===== src/rtl/serial_subtractor.sv =====
// Bit-serial subtractor: one full_subtractor cell processes one bit per clock, LSB first.
// A registered borrow flop closes the loop from the cell's b_out back to its b_in.

module full_subtractor (
    input  logic a,
    input  logic b,
    input  logic b_in,
    output logic diff,
    output logic b_out
);

    assign diff  = a ^ b ^ b_in;
    assign b_out = (~a & b) | (~(a ^ b) & b_in);

endmodule

module serial_subtractor #(
    parameter int WIDTH = 8
) (
    input  logic             clk,
    input  logic             rst,
    input  logic             start,
    input  logic [WIDTH-1:0] a,
    input  logic [WIDTH-1:0] b,
    output logic             busy,
    output logic             done,
    output logic [WIDTH-1:0] diff,
    output logic             borrow_out
);

    localparam int CW = (WIDTH > 1) ? $clog2(WIDTH) : 1;

    typedef enum logic [1:0] {
        IDLE,
        SHIFT,
        DONE
    } state_t;

    state_t state, next_state;

    logic [WIDTH-1:0] a_sr, b_sr, res_sr;
    logic [CW-1:0]    cnt;
    logic             borrow;
    logic             cell_diff, cell_bout;
    logic             load, last_bit;

    full_subtractor u_cell (
        .a     (a_sr[0]),
        .b     (b_sr[0]),
        .b_in  (borrow),
        .diff  (cell_diff),
        .b_out (cell_bout)
    );

    always_ff @(posedge clk or posedge rst) begin
        if (rst) begin
            state <= IDLE;
        end else begin
            state <= next_state;
        end
    end

    // start is honoured in DONE too, so back-to-back operations lose no cycle
    always_comb begin
        next_state = state;
        load       = 1'b0;
        last_bit   = 1'b0;
        case (state)
            IDLE: begin
                if (start) begin
                    load       = 1'b1;
                    next_state = SHIFT;
                end
            end
            SHIFT: begin
                if (cnt == CW'(WIDTH - 1)) begin
                    last_bit   = 1'b1;
                    next_state = DONE;
                end
            end
            DONE: begin
                if (start) begin
                    load       = 1'b1;
                    next_state = SHIFT;
                end else begin
                    next_state = IDLE;
                end
            end
            default: next_state = IDLE;
        endcase
    end

    always_ff @(posedge clk or posedge rst) begin
        if (rst) begin
            a_sr       <= '0;
            b_sr       <= '0;
            res_sr     <= '0;
            cnt        <= '0;
            borrow     <= 1'b0;
            diff       <= '0;
            borrow_out <= 1'b0;
        end else if (load) begin
            a_sr   <= a;
            b_sr   <= b;
            res_sr <= '0;
            cnt    <= '0;
            borrow <= 1'b0;
        end else if (state == SHIFT) begin
            a_sr   <= a_sr >> 1;
            b_sr   <= b_sr >> 1;
            res_sr <= {cell_diff, res_sr[WIDTH-1:1]};
            borrow <= cell_bout;
            cnt    <= cnt + 1'b1;
            // the final bit goes straight to the outputs, not via res_sr
            if (last_bit) begin
                diff       <= {cell_diff, res_sr[WIDTH-1:1]};
                borrow_out <= cell_bout;
            end
        end
    end

    assign busy = (state == SHIFT);
    assign done = (state == DONE);

endmodule


===== config.mk =====
export PLATFORM = sky130hd
export DESIGN_NAME = serial_subtractor
export DESIGN_NICKNAME = d
export VERILOG_FILES = /design/src/rtl/serial_subtractor.sv
export SDC_FILE = /design/constraint.sdc
export NUM_CORES = 1
export LEC_CHECK = 0
export CAP_MARGIN = 20
export CORE_MARGIN = 2
export CORE_UTILIZATION = 30
export CTS_CLUSTER_SIZE = 30
export DETAILED_ROUTE_END_ITERATION = 16
export GPL_ROUTABILITY_DRIVEN = 1
export GPL_TIMING_DRIVEN = 0
export HOLD_SLACK_MARGIN = 0.08
export SKIP_LAST_GASP = 1
export SYNTH_ARGS = -nofsm -noshare
export SYNTH_HDL_FRONTEND = slang
export SYNTH_SLANG_ARGS = --single-unit

===== constraint.sdc =====
create_clock -name clk -period 3.3 [get_ports clk]
set_input_delay 0.66 -clock clk [delete_from_list [all_inputs] [get_ports clk]]
set_output_delay 0.66 -clock clk [all_outputs]
set_load 0.005 [all_outputs]

### Yosys cells after proc, flatten, opt, wreduce, memory -nomap -nowiden

Cells that the tools add are included.

* register bits after elaboration: 39
* logic and storage cells: 45
* input port bits: 19
* output and inout bits: 11

* add/subtract/negate cells: 1
* muxes and demuxes: 18
* eq/ne operators: 5
* bitwise gates (word level): 8
* reduce and logical (&&, ||, !) cells: 5

Operators by type and width (count)
* $mux W8: 6
* $mux W1: 7
* $mux W3: 2
* $pmux W2 S3: 1
* $mux W2: 2
* $add A3 B1 Y3 const B: 1
* $eq A3 B3 Y1 const B: 1
* $not A1 Y1: 3
* $reduce_and A3 Y1: 1
* $and A1 B1 Y1: 2
* $eq A2 B1 Y1 const B: 1
* $eq A2 B2 Y1 const B: 1
* $logic_not A2 Y1: 1
* $ne A2 B1 Y1 const B: 1
* $ne A2 B2 Y1 const B: 1
* $reduce_and A2 Y1: 1
* $reduce_bool A2 Y1: 1
* $reduce_or A2 Y1: 1
* $xor A1 B1 Y1: 2
* $or A1 B1 Y1: 1

### Logic depth before layout (Yosys ltp)

* word-level depth: 6
* depth in mapped cells: 6
* gate-level depth less buffers: 5

### Cells and area by module

Synthesis repeated with hierarchy kept, for this count alone.

* cell total of the unflattened synthesis: 173
* area, all modules: 1928.1 um2

Modules (own cells, without submodules)
* serial_subtractor: times used 1, cells each 169, area each 1896.8 um2, seq. area each 950.9 um2
* full_subtractor: times used 1, cells each 4, area each 31.3 um2, seq. area each 0.0 um2

### Least setup slack after synthesis

Ideal clock, no wire load.

* path kind: flip-flop to output port
* start: register state[1]
* end: output busy
* setup slack: 1.676 ns
* data arrival time: 0.964 ns
* stages on the path, launching flop included: 6
* data required time: 2.640 ns
* path buffers: 3
* cell sequence: dfrtp_1 buf_6 nand2b_1 buf_6 buf_2 inv_1

* cells in the longest elaborated chain, start to end: 1

Ends and longest elaborated chain
* from (decl): RTL line 39 `state_t state, next_state;`
* from (signal assigned): RTL line 59 `state <= next_state;`
* $eq A2 B1 Y1: RTL line 122 `assign busy = (state == SHIFT);`
* to (decl): RTL line 25 `output logic busy,`

Every way passes these cells.

### Worst setup path after layout

Same ends and word-level chain as after synthesis.

==> results.yml <==
timing:
  rsz0062_at_grt: "false"
  worst_pin_slew_ns: 0.7777
  setup_tns_ns: 0
  hold_viol: 0
  final.period_utilization: 0.7521
  final_max_slew_viol_count: 0
  setup_viol: 0
  maxSlewHeadroom: 0.4808
  worst_slack_ns: 0.8180
  finClkSkew_ns: 0.004351
  fmax_ghz: 0.4029
  finalCriticalPeriod_ns: 2.482
final_layout:
  antenna_cells: 0
  drive_gt1_frac: 0.2526
  syn_to_final_growth_pct: 25.92
  final_cells: 265
  fin_nets: 211
  fillers: 585
  utilization: 0.3864
global_routing:
  overflow: 0
  grt_first_pass_wirelength_um: 5871
  grt_max_degree: 39
  grtUsageTotal: 0.1158
  antenna_found_initial: 0
  grt_pass1_vias: 1243
logic_synthesis:
  syn_nets: 176
  yosysWarnings: 0
  synth_top_area_frac: 0.5296
  postSynthAreaPerCell_sq_um: 11.66
  yosysSeqAreaShare: 0.5296
  ys_ff_latch: 38
  yosysTopAreaCell: "dfrtp_1"
  syn_area_sq_um: 1795
  syn_inst: 154
  ys_types: 26
  synth_area_leaders: "dfrtp_1, mux2_2, a21oi_2"
floorplan:
  initial_core_util: 0.3069
  die_area_sq_um: 6619
  num_rows: 28
  die_h_um: 81.36
  die_width_um: 81.36
  ios: 30
  coreArea_sq_um: 5851
run:
  drv_cap: 0
cts:
  root_buffer: "clkbuf_8"
  clk_latency_ns: 0.29
  clk_pin_slew_ns: 0.07
  cts_hold_buf: 0
  clock-sinks: 38
  cts_buffer_depth: 2
  post_cts_resized: 0
  ctsHtreeMaxLevel: 2
  cts_buffers: 5
  cts_tree: "built"
  cts_setup_buffers: 0
drt:
  postRouteAntennaNets: 0
  drt-total-wl_um: 3363
  drc_errors: 0
  drt_iter0_markers: 48
  firstDrtPassIters: 4
  via_count: 1233
  wl_per_cell_um: 12.69
  routed_via_density: 4.653
critical_path:
  cp-end-kind: "primary output"
  path_common_cell: "buf_6"
  worstPathArrival_ns: 1.82
  crit_chain: "buf_6 > nand2b_1 > buf_6 > buf_2 > inv_1 > clkdlybuf4s50_1"
  critical_path.max_fanout: 10
  start_kind: "register"
  cp_num_buf_inv: 5
  slowest_stage: "clkdlybuf4s50_1"
  max_stage_delay_ns: 0.49
  crit_type: "reg -> out"
  path_delay_family: "buffers and inverters"
  crit_required_ns: 2.64
placed_design:
  port_buffers: 28
  dp_hpwl_um: 2321
  place_ws_ns: 1.122
  gp_congestion: 0.7008
  dp_cells: 257
status:
  status: "complete, no violations"
pwr:
  vdd_ir_drop_max_mv: 0.3793
  p_per_area_nw_per_um2: 909.9
  p_leak_nw: 1.014
worst_hold_path:
  hold_path.class: "reg -> reg"
[metal layers]
layer | GRT usage | vias up | routed length (um)
li1 | - | 598 | -
met3 | 0.03222 | 7 | 137
met4 | 0.05085 | 0 | 57
met2 | 0.1648 | 23 | 1445
met5 | 0 | - | 0
met1 | 0.1636 | 605 | 1722
[cell type report]
| cell class | count | area (sq um) | area share |
|---|---|---|---|
| repair buffers | 28 | 280.3 | 0.1240 |
| inverters | 17 | 63.81 | 0.02822 |
| clock buffers | 7 | 86.33 | 0.03818 |
| flip-flops and latches | 38 | 950.9 | 0.4206 |
| well taps | 75 | 93.84 | 0.04151 |
| plain buffers | 12 | 90.09 | 0.03985 |
| clock inverters | 1 | 5.005 | 0.002214 |
| multi-input cells | 87 | 690.7 | 0.3055 |
[cells in the mapped netlist]
library cell	n
fa_1	1
nand2b_4	1
inv_1	17
a21o_1	1
ha_1	2
o21ai_0	8
o31ai_1	1
clkbuf_1	1
a21oi_2	10
nand3b_1	2
nand3_1	4
buf_6	5
a21oi_1	2
xnor2_1	1
o221ai_1	1
nand2_1	6
buf_2	6
dfrtp_1	38
nor2_1	1
and2_4	1
nand2b_1	6
mux2i_1	2
a22o_1	7
mux2_2	17
nor2b_1	1
o22ai_1	12
[cells by family after synthesis]
logic type,share of synthesized area
AND/OR/NAND/NOR,0.07108
AO/OA/AOI/OAI,0.1659
multiplexers,0.1178
flip-flops,0.5296
adder cells (fa/ha/maj),0.02509
buffers and inverters,0.08571
XOR/XNOR,0.004879
[metrics by stage]
stage	instance area (sq um)	hold WS [ns]	total power, mW
global route	2261	0.5275	2.234
detailed placement	2170	0.4863	1.755
finish	2261	0.4863	2.057
CTS	2261	0.5028	2.088
floorplan	1795	0.4496	1.457
global placement	2170	0.4631	1.729
[worst reg2reg max path: cells and delay by family (launching register included)]
family / cells / cell delay (ns)
flops: 1 / 0.41
fa+ha+maj: 2 / 0.40
mux: 1 / 0.37
buf+inv: 1 / 0.26
simple gates: 1 / 0.11
[report_power, final]
part	internal, mW	switching (mW)
Clock	0.168	0.159
Combinational	0.517	0.402
Sequential	0.685	0.126
Total	1.37	0.687
[placed cells by master (no fill, tap or decap)]
master / n
dfrtp_1: 38
clkdlybuf4s50_1: 28
mux2_2: 17
inv_1: 16
o22ai_1: 12
a21oi_2: 10
o21ai_0: 8
a22o_1: 7
buf_2: 6
nand2_1: 6
nand2b_1: 6
clkbuf_8: 6
buf_6: 5
nand3_1: 4
nand3b_1: 2
a21oi_1: 2
clkbuf_1: 2
mux2i_1: 2
ha_1: 2
nand2b_4: 1
and2_4: 1
a21o_1: 1
o221ai_1: 1
o31ai_1: 1
nor2b_1: 1
inv_2: 1
nor2_1: 1
xnor2_1: 1
fa_1: 1
clkinv_2: 1
[final timing paths]
kind / startpoint / end / slack [ns] / cells past startpoint
min: borrow_out / borrow_out / 0.49 / 2
min reg2reg: borrow_out / borrow_out / 0.49 / 2
max in group asynchronous: rst / cnt[1] / 1.96 / 2
max: state[1] / busy / 0.82 / 6
min in group asynchronous: rst / borrow_out / 0.85 / 2
max reg2reg: cnt[0] / diff[0] / 1.64 / 5
[flip-flops by register name (all words and copies together) (netlist names)]
register	cells
cnt	3
state	2
a_sr	8
b_sr	8
diff	8
borrow	1
borrow_out	1
res_sr	7
(Power assumes the default switching activity.)
